File: src/rtl/multicycle_controller_pkg.sv
// Shared types and encodings for the multicycle RV32I controller.
// Latency: n/a (definitions only). Backpressure: n/a.
// Optional MEM_WAIT_EN build changes timing only, not these encodings.
package multicycle_controller_pkg;

    localparam int STATE_W = 4;

    typedef enum logic [STATE_W-1:0] {
        FETCH    = 4'd0,
        DECODE   = 4'd1,
        MEMADR   = 4'd2,
        MEMREAD  = 4'd3,
        MEMWB    = 4'd4,
        MEMWRITE = 4'd5,
        EXECUTER = 4'd6,
        EXECUTEI = 4'd7,
        ALUWB    = 4'd8,
        BEQ      = 4'd9,
        JAL      = 4'd10
    } state_t;

    localparam logic [6:0] OP_LW  = 7'b0000011;
    localparam logic [6:0] OP_SW  = 7'b0100011;
    localparam logic [6:0] OP_R   = 7'b0110011;
    localparam logic [6:0] OP_I   = 7'b0010011;
    localparam logic [6:0] OP_BEQ = 7'b1100011;
    localparam logic [6:0] OP_JAL = 7'b1101111;

    localparam logic [1:0] RES_ALUOUT    = 2'b00;
    localparam logic [1:0] RES_DATA      = 2'b01;
    localparam logic [1:0] RES_ALURESULT = 2'b10;

    localparam logic [1:0] SRCA_PC    = 2'b00;
    localparam logic [1:0] SRCA_OLDPC = 2'b01;
    localparam logic [1:0] SRCA_RS1   = 2'b10;

    localparam logic [1:0] SRCB_RS2  = 2'b00;
    localparam logic [1:0] SRCB_IMM  = 2'b01;
    localparam logic [1:0] SRCB_FOUR = 2'b10;

    localparam logic [1:0] IMM_I = 2'b00;
    localparam logic [1:0] IMM_S = 2'b01;
    localparam logic [1:0] IMM_B = 2'b10;
    localparam logic [1:0] IMM_J = 2'b11;

    localparam logic [1:0] ALUOP_ADD   = 2'b00;
    localparam logic [1:0] ALUOP_SUB   = 2'b01;
    localparam logic [1:0] ALUOP_FUNCT = 2'b10;

    function automatic logic [1:0] imm_sel(input logic [6:0] op);
        case (op)
            OP_SW:   return IMM_S;
            OP_BEQ:  return IMM_B;
            OP_JAL:  return IMM_J;
            default: return IMM_I;
        endcase
    endfunction

endpackage

File: src/rtl/alu_decoder.sv
// ALU function decode from aluop, funct3, funct7[5] and op[5].
// Latency: combinational. Backpressure: none.
// Independent of MEM_WAIT_EN.
module alu_decoder (
    input  logic [1:0] aluop,
    input  logic [2:0] funct3,
    input  logic       funct7b5,
    input  logic       opb5,
    output logic [2:0] alucontrol
);

    always_comb begin
        alucontrol = 3'b000;
        case (aluop)
            2'b00: alucontrol = 3'b000;
            2'b01: alucontrol = 3'b001;
            default: begin
                case (funct3)
                    // sub only for R-type with funct7[5]; addi never subtracts
                    3'b000:  alucontrol = (funct7b5 & opb5) ? 3'b001 : 3'b000;
                    3'b010:  alucontrol = 3'b101;
                    3'b110:  alucontrol = 3'b011;
                    3'b111:  alucontrol = 3'b010;
                    default: alucontrol = 3'b000;
                endcase
            end
        endcase
    end

endmodule

File: src/rtl/multicycle_controller_next_state.sv
// Next-state logic for the multicycle controller (module mc_next_state).
// Latency: combinational. Backpressure: with MEM_WAIT_EN, FETCH/MEMREAD/MEMWRITE hold until mem_ready.
// Default build ignores mem_ready.
module mc_next_state
    import multicycle_controller_pkg::*;
(
    input  state_t     state,
    input  logic [6:0] op,
    input  logic       mem_ready,
    output state_t     next
);

    logic mem_ok;
`ifdef MEM_WAIT_EN
    assign mem_ok = mem_ready;
`else
    logic unused_mem_ready;
    assign unused_mem_ready = mem_ready;
    assign mem_ok = 1'b1;
`endif

    always_comb begin
        next = FETCH;
        case (state)
            FETCH:    next = mem_ok ? DECODE : FETCH;
            DECODE: begin
                case (op)
                    OP_LW, OP_SW: next = MEMADR;
                    OP_R:         next = EXECUTER;
                    OP_I:         next = EXECUTEI;
                    OP_JAL:       next = JAL;
                    OP_BEQ:       next = BEQ;
                    default:      next = FETCH;
                endcase
            end
            MEMADR:   next = op[5] ? MEMWRITE : MEMREAD;
            MEMREAD:  next = mem_ok ? MEMWB : MEMREAD;
            MEMWB:    next = FETCH;
            MEMWRITE: next = mem_ok ? FETCH : MEMWRITE;
            EXECUTER: next = ALUWB;
            EXECUTEI: next = ALUWB;
            ALUWB:    next = FETCH;
            BEQ:      next = FETCH;
            JAL:      next = ALUWB;
            // unused encodings fall back to FETCH
            default:  next = FETCH;
        endcase
    end

endmodule

File: src/rtl/multicycle_controller.sv
// Moore sequencer for the multicycle RV32I datapath; selects/strobes from state + opcode.
// Latency: lw 5, sw/R/I/jal 4, beq 3, illegal 2 cycles. Backpressure: MEM_WAIT_EN stalls on mem_ready.
// Reset (sync, active-high) masks all write strobes and illegal.
module multicycle_controller
    import multicycle_controller_pkg::*;
(
    input  logic       clk,
    input  logic       reset,
    input  logic [6:0] op,
    input  logic [2:0] funct3,
    input  logic [6:0] funct7,
    input  logic       zero,
    input  logic       mem_ready,
    output logic       pcwrite,
    output logic       adrsrc,
    output logic       memwrite,
    output logic       irwrite,
    output logic       regwrite,
    output logic [1:0] resultsrc,
    output logic [1:0] alusrca,
    output logic [1:0] alusrcb,
    output logic [1:0] imsrc,
    output logic [2:0] alucontrol,
    output logic       illegal
);

    state_t     state;
    state_t     next_state;
    logic [1:0] aluop;
    logic       pcupdate;
    logic       branch;
    logic       irwrite_d;
    logic       memwrite_d;
    logic       regwrite_d;
    logic       illegal_d;
    logic       mem_ok;
    logic       unused_funct7;

    assign unused_funct7 = ^{funct7[6], funct7[4:0]};

`ifdef MEM_WAIT_EN
    assign mem_ok = mem_ready;
`else
    assign mem_ok = 1'b1;
`endif

    mc_next_state u_next (
        .state     (state),
        .op        (op),
        .mem_ready (mem_ready),
        .next      (next_state)
    );

    always_ff @(posedge clk) begin
        if (reset) state <= FETCH;
        else       state <= next_state;
    end

    always_comb begin
        adrsrc     = 1'b0;
        resultsrc  = RES_ALUOUT;
        alusrca    = SRCA_PC;
        alusrcb    = SRCB_RS2;
        aluop      = ALUOP_ADD;
        pcupdate   = 1'b0;
        branch     = 1'b0;
        irwrite_d  = 1'b0;
        memwrite_d = 1'b0;
        regwrite_d = 1'b0;
        illegal_d  = 1'b0;
        case (state)
            FETCH: begin
                irwrite_d = mem_ok;
                pcupdate  = mem_ok;
                alusrcb   = SRCB_FOUR;
                resultsrc = RES_ALURESULT;
            end
            DECODE: begin
                alusrca = SRCA_OLDPC;
                alusrcb = SRCB_IMM;
                case (op)
                    OP_LW, OP_SW, OP_R, OP_I, OP_JAL, OP_BEQ: illegal_d = 1'b0;
                    default:                                  illegal_d = 1'b1;
                endcase
            end
            MEMADR: begin
                alusrca = SRCA_RS1;
                alusrcb = SRCB_IMM;
            end
            MEMREAD:  adrsrc = 1'b1;
            MEMWB: begin
                resultsrc  = RES_DATA;
                regwrite_d = 1'b1;
            end
            MEMWRITE: begin
                adrsrc     = 1'b1;
                memwrite_d = 1'b1;
            end
            EXECUTER: begin
                alusrca = SRCA_RS1;
                aluop   = ALUOP_FUNCT;
            end
            EXECUTEI: begin
                alusrca = SRCA_RS1;
                alusrcb = SRCB_IMM;
                aluop   = ALUOP_FUNCT;
            end
            ALUWB:    regwrite_d = 1'b1;
            BEQ: begin
                alusrca = SRCA_RS1;
                aluop   = ALUOP_SUB;
                branch  = 1'b1;
            end
            JAL: begin
                alusrca  = SRCA_OLDPC;
                alusrcb  = SRCB_FOUR;
                pcupdate = 1'b1;
            end
            default: ;
        endcase
    end

    assign pcwrite  = ~reset & (pcupdate | (branch & zero));
    assign irwrite  = ~reset & irwrite_d;
    assign memwrite = ~reset & memwrite_d;
    assign regwrite = ~reset & regwrite_d;
    assign illegal  = ~reset & illegal_d;
    assign imsrc    = imm_sel(op);

    alu_decoder u_aludec (
        .aluop      (aluop),
        .funct3     (funct3),
        .funct7b5   (funct7[5]),
        .opb5       (op[5]),
        .alucontrol (alucontrol)
    );

endmodule
File: config.mk
export PLATFORM = sky130hd
export DESIGN_NAME = multicycle_controller
export DESIGN_NICKNAME = d
export VERILOG_FILES = /design/src/rtl/multicycle_controller_pkg.sv /design/src/rtl/alu_decoder.sv /design/src/rtl/multicycle_controller_next_state.sv /design/src/rtl/multicycle_controller.sv
export SDC_FILE = /design/constraint.sdc
export NUM_CORES = 1
export LEC_CHECK = 0
export CAP_MARGIN = 20
export CELL_PAD_IN_SITES_DETAIL_PLACEMENT = 1
export CELL_PAD_IN_SITES_GLOBAL_PLACEMENT = 2
export CORE_MARGIN = 2
export CORE_UTILIZATION = 28
export CTS_CLUSTER_SIZE = 12
export DETAILED_ROUTE_END_ITERATION = 10
export DONT_BUFFER_PORTS = 1
export PLACE_DENSITY_LB_ADDON = 0.1
export SYNTH_ARGS = -nofsm -noshare
export SYNTH_HDL_FRONTEND = slang
export SYNTH_SLANG_ARGS = --single-unit
File: constraint.sdc
create_clock -name clk -period 2.2 [get_ports clk]
set_input_delay 0.22 -clock clk [delete_from_list [all_inputs] [get_ports clk]]
set_output_delay 0.22 -clock clk [all_outputs]
set_load 0.03 [all_outputs]
* Yosys cells after proc, flatten, opt, wreduce, memory -nomap -nowiden
Cells that the tools add are included.
Word-level totals: register bits after elaboration 4
Operators by class: mux-type cells 19, reductions and logical operators 13, eq/ne operators 20, bitwise logic cells 9
Operators with widths (count):
- $pmux W4 S5 | 2
- $eq A4 B3 Y1 const B | 4
- $pmux W2 S2 | 4
- $eq A7 B6 Y1 const B | 2
- $eq A7 B7 Y1 const B | 2
- $eq A4 B4 Y1 const B | 3
- $pmux W3 S4 | 1
- $reduce_or A2 Y1 | 6
- $mux W1 | 9
- $eq A4 B2 Y1 const B | 2
- $and A1 B1 Y1 | 7
- $eq A7 B2 Y1 const B | 1
- $eq A7 B5 Y1 const B | 1
- $eq A3 B3 Y1 const B | 2
- $pmux W2 S3 | 1
- $pmux W3 S2 | 1
- $reduce_or A3 Y1 | 2
- $reduce_or A6 Y1 | 1
- $eq A4 B1 Y1 const B | 1
- $logic_not A4 Y1 | 1
- $reduce_or A4 Y1 | 1
- $eq A3 B2 Y1 const B | 1
- $logic_not A3 Y1 | 1
- $mux W3 | 1
- other kinds (4) | 4

* Depth between registers and ports, before layout
Gate-level depths: netlist (run 1).
depth in word-level cells 5, gate-level depth with buffers 4

* By module
Synthesis (run 1) repeated with hierarchy kept, for this count alone.
Second synthesis, totals: cell total of the unflattened synthesis 80, area total of the unflattened synthesis 630.6 um2
Modules (own cells, without submodules):
- multicycle_controller | area an instance 417.9 um2, sequential area each 80.1 um2, instances 1, cells an instance 52
- mc_next_state | area an instance 170.2 um2, sequential area each 0.0 um2, instances 1, cells an instance 21
- alu_decoder | area an instance 42.5 um2, sequential area each 0.0 um2, instances 1, cells an instance 7

* Worst setup path after synthesis (run 1)
OpenSTA, ideal clock, no wires.
kind register to output, start point register state[2], end point output regwrite, data arrival time 2.226 ns, path slack -0.246 ns, cell stages (with the launch flop) 4, path through dfxtp_1 -> buf_2 -> nand2b_1 -> a2111oi_0
Between the ends: cells in the longest elaborated chain, start to end 4, elaborated cells on any way between the ends 5
RTL lines:
- start, declared | line multicycle_controller.sv:27 | state_t state;
- start signal, assigned | line multicycle_controller.sv:56 | else state <= next_state;
- $eq A4 B4 Y1 or $eq A4 B3 Y1 (tied branches) | line multicycle_controller.sv:71 | case (state)
- $reduce_or A2 Y1 (no line) *
- $mux W1 * | line multicycle_controller.sv:71
- $and A1 B1 Y1 * | line multicycle_controller.sv:126 | assign regwrite = ~reset & regwrite_d;
- end, declared | line multicycle_controller.sv:18 | output logic regwrite,
Every way passes the cells marked *; elsewhere a longest branch is shown, timed or not.

* Final worst setup path (run 1)
start point register state[2], end point output illegal
Between the ends: cells in the longest elaborated chain, start to end 3
RTL lines:
- $eq A4 B1 Y1 | line multicycle_controller.sv:71
- $mux W1 | line multicycle_controller.sv:71
- $and A1 B1 Y1 | line multicycle_controller.sv:127 | assign illegal = ~reset & illegal_d;
- end, declared | line multicycle_controller.sv:24 | output logic illegal
Every way passes these cells.

==> results of run 1 <==
==> logic make-up (layout without fill, tap and decap cells) <==
family / count (synthesis) / count (layout) / synth area share, %
AOI/OAI and AO/OA: 20 / 20 / 28.0
xor gates and xnor gates: 1 / 1 / 1.90
buffers and inverters: 7 / 20 / 6.25
DFF: 4 / 4 / 17.4
and+or+nand+nor: 40 / 40 / 46.5
==> metrics by stage <==
stage          area (um^2)  worst slack [ns]
6_report               597             0.310
5_1_grt                597             0.176
4_1_cts                597             0.285
3_5_place_dp           574             0.575
3_3_place_gp           574             0.580
2_1_floorplan          462             0.136
==> report_power, final <==
| group | leakage (nW) | switching (W) | internal, W | total (W) |
|---|---|---|---|---|
| sequential | 0.0326 | 0.00000169 | 0.0000747 | 0.0000764 |
| combinational | 0.191 | 0.0000480 | 0.0000271 | 0.0000751 |
| clock | 0.0138 | 0.0000268 | 0.0000608 | 0.0000876 |
| total | 0.237 | 0.0000765 | 0.000163 | 0.000239 |
==> how the worst min path moves through the flow <==
| stage | slack (ns) | endpoint | cells after the start |
|---|---|---|---|
| finish | 0.16 | state[2] | 2 |
| global route | 0.17 | state[2] | 2 |
| CTS | 0.15 | state[2] | 2 |
| detailed placement | 0.40 | state[2] | 2 |
| global placement | 0.40 | state[2] | 2 |
| floorplan | 0.39 | state[2] | 2 |
==> worst register-to-register path, cell delays in order (launching register included) <==
cell	delay [ns]
sky130_fd_sc_hd__dfxtp_1	0.64
sky130_fd_sc_hd__nand2b_1	0.33
sky130_fd_sc_hd__nor2_1	0.13
sky130_fd_sc_hd__a32o_1	0.21
==> layout make-up <==
cell class              count  area (um^2)  area share [%]
multi-input cells          61          358            60.0
clock buffers               3         22.5            3.77
flip-flops and latches      4         80.1            13.4
repair buffers             14          105            17.6
well taps                  16         20.0            3.35
inverters                   3         11.3            1.89
==> placed cells by master (no fill, tap or decap), types with 2 or more instances in the layout <==
master and n:
sky130_fd_sc_hd__clkbuf_4 3, sky130_fd_sc_hd__o21ai_0 5, sky130_fd_sc_hd__nand2b_1 3, sky130_fd_sc_hd__nor2_1 7, sky130_fd_sc_hd__a31oi_1 2, sky130_fd_sc_hd__nand2_1 6, sky130_fd_sc_hd__nor2b_1 3, sky130_fd_sc_hd__nand3_1 3
sky130_fd_sc_hd__buf_4 14, sky130_fd_sc_hd__dfxtp_1 4, sky130_fd_sc_hd__nor3_1 8, sky130_fd_sc_hd__nor4_1 3, sky130_fd_sc_hd__inv_1 3, sky130_fd_sc_hd__a21oi_1 6
==> layer usage <==
layer  share of wire [%]  global-route usage, %  wire, um  vias to the layer above
li1                    -                      -         -                      293
met1                  45                   19.8       635                      280
met2                  49                   27.5       702                       17
met3                 6.2                   5.71        88                        0
met4                   0                   5.45         0                        0
met5                   0                      0         0                        -
==> load_flow_metrics.sql, run 1 <==
INSERT INTO impl_metrics (metric_group, metric, value, unit) VALUES
('grt', 'number_of_antenna_violations_at_the_first_check_in_global_routing', '0', ''),
('critical_path', 'path_buf_inv', '0', ''),
('worst_hold_path', 'min_path_type', 'in2reg', ''),
('floorplanning', 'height_of_the_chip', '44.6', 'um'),
('logic_synthesis', 'synth.ff_latch_count', '4', ''),
('cts', 'clock_sinks', '4', ''),
('finish', 'largest_register', 'state', ''),
('logic_synthesis', 'count_of_flip_flops_with_a_built_in_enable_after_synthesis', '0', ''),
('place', 'gp_congestion', '0.701', ''),
('floorplanning', 'rows', '14', ''),
('routing', 'via_count', '590', ''),
('critical_path', 'ff2ff_setup_slack', '0.79', 'ns'),
('floorplanning', 'design.core.area', '0.00152', 'mm^2'),
('sta', 'max_slew_margin', '63.2', '%'),
('power', 'power_per_cell_area', '401', 'mW/mm^2'),
('finish', 'syn_to_final_growth', '29.6', '%'),
('logic_synthesis', 'fraction_of_synthesized_cell_area_taken_by_the_top_area_cell_type', '17.4', '%'),
('sta', 'hold_slack', '0.162', 'ns'),
('critical_path', 'crit_path_end', 'illegal', ''),
('sta', 'period_utilisation_layout', '85.9', '%'),
('grt', 'grt_pass1_vias', '557', ''),
('logic_synthesis', 'syn_nets', '93', ''),
('status', 'status', 'finished clean', ''),
('finish', 'layout.cells.non_filler', '101', ''),
('grt', 'global_route_wire_length_before_repair', '2.42', 'mm'),
('sta', 'setup_repair_after_global_routing_missed_its_margin', 'false', ''),
('cts', 'cts_hold_repair.buffers', '0', ''),
('floorplanning', 'io_pins', '38', ''),
('finish', 'share_of_layout_cells_above_drive_strength_1', '22.4', '%'),
('routing', 'drt.antenna.violating_nets', '0', ''),
('critical_path', 'path_type_of_the_worst_setup_path', 'reg2out', ''),
('floorplanning', 'initial_core_util', '30.2', '%'),
('cts', 'clk_path_buf_depth', '2', ''),
('critical_path', 'critical_path_cell_sequence', 'or3_1 -> nor2_1 -> o21a_1', ''),
('sta', 'maxClockFrequency', '0.529', 'GHz'),
('cts', 'resized_gates_after_cts', '0', ''),
('critical_path', 'crit_path_start_kind', 'flop', ''),
('critical_path', 'timing.critical_path.to_type', 'output pin', ''),
('cts', 'clock_tree.htree_level_count', '1', ''),
('critical_path', 'critical_path.max_fanout', '12', ''),
('cts', 'tritoncts', 'yes', ''),
('finish', 'number_of_fillers_in_the_final_layout', '205', ''),
('routing', 'postRouteWirelength', '1.43', 'mm'),
('routing', 'detail_route.first_pass.iterations', '4', ''),
('critical_path', 'critical_path.reg2reg.startpoint', 'state[1]', ''),
('worst_hold_path', 'worst_hold_start', 'op[4]', ''),
('critical_path', 'path_depth', '3', ''),
('logic_synthesis', 'synthesis.area_per_instance', '6.40', 'um^2'),
('logic_synthesis', 'ys.flop_type', 'sky130_fd_sc_hd__dfxtp_1', ''),
('routing', 'wl_per_cell', '14.1', 'um'),
('grt', 'grt_overflow', '0', ''),
('grt', 'global_route.usage.total', '16.6', '%'),
('place', 'dp.final_hpwl', '1.07', 'mm'),
('sta', 'finalWorstPathRequiredPeriod', '1.89', 'ns'),
('sta', 'fin_tns_setup', '0', 'ns'),
('finish', 'number_of_diodes_added_for_antenna_fixing', '0', ''),
('critical_path', 'worst_ep_required_time', '1.98', 'ns'),
('critical_path', 'slowest_stage', 'sky130_fd_sc_hd__or3_1', ''),
('logic_synthesis', 'synth-seq-area-share', '17.4', '%'),
('routing', 'drcViolationCount', '0', ''),
('cts', 'cts_root_buffer', 'sky130_fd_sc_hd__clkbuf_4', ''),
('sta', 'max_slew.worst_pin.slew', '0.551', 'ns'),
('logic_synthesis', 'post-synth-top-area-cell', 'sky130_fd_sc_hd__dfxtp_1', ''),
('sta', 'final-hold-violation-count', '0', ''),
('place', 'dpl.cell_count', '98', ''),
('finish', 'nets', '108', ''),
('grt', 'grt_max_degree', '17', ''),
('cts', 'path_clk_slew', '0.04', 'ns'),
('logic_synthesis', 'syn-cell-area', '460', 'um^2'),
('logic_synthesis', 'synthesis.instances', '72', ''),
('place', 'buffer_ports.inserted', '0', '');
Power figures use the tool's default switching activity.
==> run 2: changes to the inputs <==
clock period = 2.4 ns   (was 2.2 ns; I/O delays follow)
==> run 2 against run 1 <==
Compared with the run above:
- wire length fell by 0.77%
- clock skew rose by 0.00070 ns
- combinational power fell by 11%
- largest cell class unchanged
- highest routed layer unchanged
==> load_flow_metrics.sql, run 2 (synthesis gave the netlist of run 1 again) <==
INSERT INTO impl_metrics (metric_group, metric, value, unit) VALUES
('status', 'status', 'finished clean', ''),
('floorplanning', 'io_pins', '38', ''),
('sta', 'maxClockFrequency', '0.514', 'GHz'),
('grt', 'global_route.usage.total', '16.4', '%'),
('sta', 'finalWorstPathRequiredPeriod', '1.95', 'ns'),
('sta', 'fin_tns_setup', '0', 'ns'),
('cts', 'clkLatencyLatePin', '0.24', 'ns'),
('flow_run', 'max_cap_violations', '0', ''),
('routing', 'vias_per_cell', '5.73', ''),
('grt', 'grt_overflow', '0', ''),
('critical_path', 'critical_path.reg2reg.startpoint', 'state[2]', ''),
('routing', 'via_count', '573', ''),
('worst_hold_path', 'min_path_type', 'in2reg', ''),
('critical_path', 'worst_r2r_path_depth', '4', ''),
('sta', 'timing.final.max_slew_violations', '0', ''),
('place', 'buffer_ports.inserted', '0', ''),
('sta', 'setup_repair_after_global_routing_missed_its_margin', 'false', ''),
('routing', 'drt.antenna.violating_nets', '0', ''),
('floorplanning', 'height_of_the_chip', '44.6', 'um'),
('power', 'power.share.combinational', '30.3', '%'),
('cts', 'cts_inserted_buffers', '3', ''),
('floorplanning', 'floorplan.die.width', '44.6', 'um'),
('grt', 'global_route_wire_length_before_repair', '2.37', 'mm'),
('critical_path', 'path_buf_inv', '0', ''),
('power', 'p_leak', '0.232', 'nW'),
('critical_path', 'r2r_end', 'state[1]', ''),
('finish', 'layout.core_utilization', '38.7', '%'),
('finish', 'area_of_combinational_cells_with_multiple_inputs', '358', 'um^2'),
('power', 'internal_pwr_total', '0.000148', 'W'),
('worst_hold_path', 'worst_hold_start', 'op[4]', ''),
('critical_path', 'cp_data_arrival_time', '1.71', 'ns'),
('finish', 'most_common_library_cell_in_the_layout_ignoring_fill_and_taps', 'sky130_fd_sc_hd__buf_4', ''),
('critical_path', 'critical_path_cell_sequence', 'or3_1 -> nor2_1 -> o21a_1', ''),
('finish', 'seqCellArea', '80.1', 'um^2'),
('sta', 'period_utilisation_layout', '81.1', '%'),
('place', 'dpl.cell_count', '97', ''),
('power', 'power.ir.vdd_worst', '0.200', 'mV'),
('floorplanning', 'rows', '14', ''),
('cts', 'tritoncts', 'yes', ''),
('critical_path', 'max_stage_delay', '0.48', 'ns'),
('routing', 'wl_per_cell', '14.2', 'um'),
('power', 'share_seq_of_total_power', '31.8', '%'),
('grt', 'grt_max_degree', '17', ''),
('worst_hold_path', 'hold_worst_path_end', 'state[2]', ''),
('sta', 'max_clock_skew', '0.00325', 'ns'),
('finish', 'final_cell_mix', 'sky130_fd_sc_hd__buf_4 (13), sky130_fd_sc_hd__nor3_1 (8), sky130_fd_sc_hd__nor2_1 (7)', ''),
('routing', 'drt-initial-drc-count', '2', ''),
('critical_path', 'timing.critical_path.to_type', 'output pin', ''),
('sta', 'max_slew_margin', '63.3', '%'),
('routing', 'detail_route.first_pass.iterations', '3', ''),
('sta', 'final-hold-violation-count', '0', ''),
('finish', 'number_of_fillers_in_the_final_layout', '200', ''),
('finish', 'layout_top_registers', 'state: 4 flops', ''),
('cts', 'cts_post_setup_buffers_inserted', '0', ''),
('power', 'switching_share', '33.0', '%'),
('cts', 'resized_gates_after_cts', '0', ''),
('sta', 'max_slew.worst_pin.slew', '0.549', 'ns'),
('finish', 'max_ffs_per_register', '4', ''),
('critical_path', 'slowest_stage', 'sky130_fd_sc_hd__or3_1', ''),
('critical_path', 'ff2ff_setup_slack', '1.00', 'ns'),
('sta', 'hold_slack', '0.180', 'ns'),
('cts', 'cts_hold_repair.buffers', '0', ''),
('routing', 'postRouteWirelength', '1.42', 'mm'),
('finish', 'largest_register', 'state', ''),
('finish', 'layout.cells.non_filler', '100', ''),
('floorplanning', 'dieArea', '0.00198', 'mm^2'),
('cts', 'clk_path_buf_depth', '2', ''),
('critical_path', 'path_type_of_the_worst_setup_path', 'reg2out', ''),
('finish', 'number_of_diodes_added_for_antenna_fixing', '0', ''),
('grt', 'grt_pass1_vias', '536', ''),
('worst_hold_path', 'hold-path-cell-count', '2', ''),
('place', 'gp_congestion', '0.697', ''),
('cts', 'cts_root_buffer', 'sky130_fd_sc_hd__clkbuf_4', ''),
('critical_path', 'crit_path_start_kind', 'flop', ''),
('power', 'power_per_cell_area', '374', 'mW/mm^2'),
('critical_path', 'crit_family', 'simple AND/OR/NAND/NOR gates', ''),
('cts', 'clock_sinks', '4', ''),
('cts', 'clock_tree.htree_level_count', '1', ''),
('floorplanning', 'design.core.area', '0.00152', 'mm^2'),
('grt', 'number_of_antenna_violations_at_the_first_check_in_global_routing', '0', ''),
('finish', 'syn_to_final_growth', '28.0', '%'),
('finish', 'share_of_layout_cells_above_drive_strength_1', '21.4', '%'),
('floorplanning', 'initial_core_util', '30.2', '%'),
('sta', 'setup_violation_total_in_the_final_timing_report', '0', ''),
('power', 'total_switching_power', '0.0000726', 'W'),
('finish', 'nets', '107', ''),
('critical_path', 'cp-startpoint', 'state[2]', ''),
('place', 'dp.final_hpwl', '1.11', 'mm'),
('routing', 'drcViolationCount', '0', ''),
('cts', 'path_clk_slew', '0.04', 'ns'),
('critical_path', 'worst_ep_required_time', '2.16', 'ns'),
('critical_path', 'critical_path.max_fanout', '12', ''),
('power', 'clkPwrFrac', '37.9', '%');
==> run 2: changes by cell type in the layout (fill, tap and decap cells not counted), sizes merged <==
cell / before / now
buf: 14 / 13
==> run 2: worst max path at each step <==
stage	end	slack, ns	cells past startpoint
global placement	alusrca[0]	0.68	3
global route	pcwrite	0.33	4
floorplan	regwrite	0.32	3
detailed placement	alusrca[0]	0.71	3
CTS	alusrca[0]	0.45	3
finish	illegal	0.45	3
==> run 2: metal layers <==
metal | part of all wire (%) | GRT usage [%] | vias up
met5 | 0 | 0 | -
met2 | 49 | 25.2 | 18
li1 | - | - | 293
met1 | 45 | 20.0 | 262
met3 | 5.9 | 5.31 | 0
met4 | 0 | 9.09 | 0
==> run 2: power groups by stage <==
stage	logic, W	registers (W)	clock network, W
after global placement	0.0000669	0.0000710	0
after CTS	0.0000673	0.0000700	0.0000884
after detailed placement	0.0000670	0.0000710	0
final	0.0000667	0.0000700	0.0000835
after floorplan	0.0000501	0.0000713	0
after global routing	0.0000730	0.0000700	0.0000945
==> run 2: per-stage QoR <==
stage | total power (W) | cell area (um^2) | setup WS (ns)
final | 0.000220 | 589 | 0.453
after global routing | 0.000237 | 589 | 0.334
after CTS | 0.000226 | 589 | 0.451
after detailed placement | 0.000138 | 567 | 0.705
after global placement | 0.000138 | 567 | 0.682
after floorplan | 0.000121 | 462 | 0.316
==> run 2: cell type report <==
type	count	share of cell area, %
inverter	3	1.91
clock buffer	3	3.82
multi-input combinational	61	60.7
timing repair buffer	13	16.6
tap	16	3.40
sequential	4	13.6
==> run 2: worst reg2reg max path, cell delays in order (launching register included) <==
cell                      delay, ns
sky130_fd_sc_hd__dfxtp_1       0.41
sky130_fd_sc_hd__or3_1         0.48
sky130_fd_sc_hd__nor2_1        0.24
sky130_fd_sc_hd__o21ai_0       0.14
sky130_fd_sc_hd__nand2_1       0.07
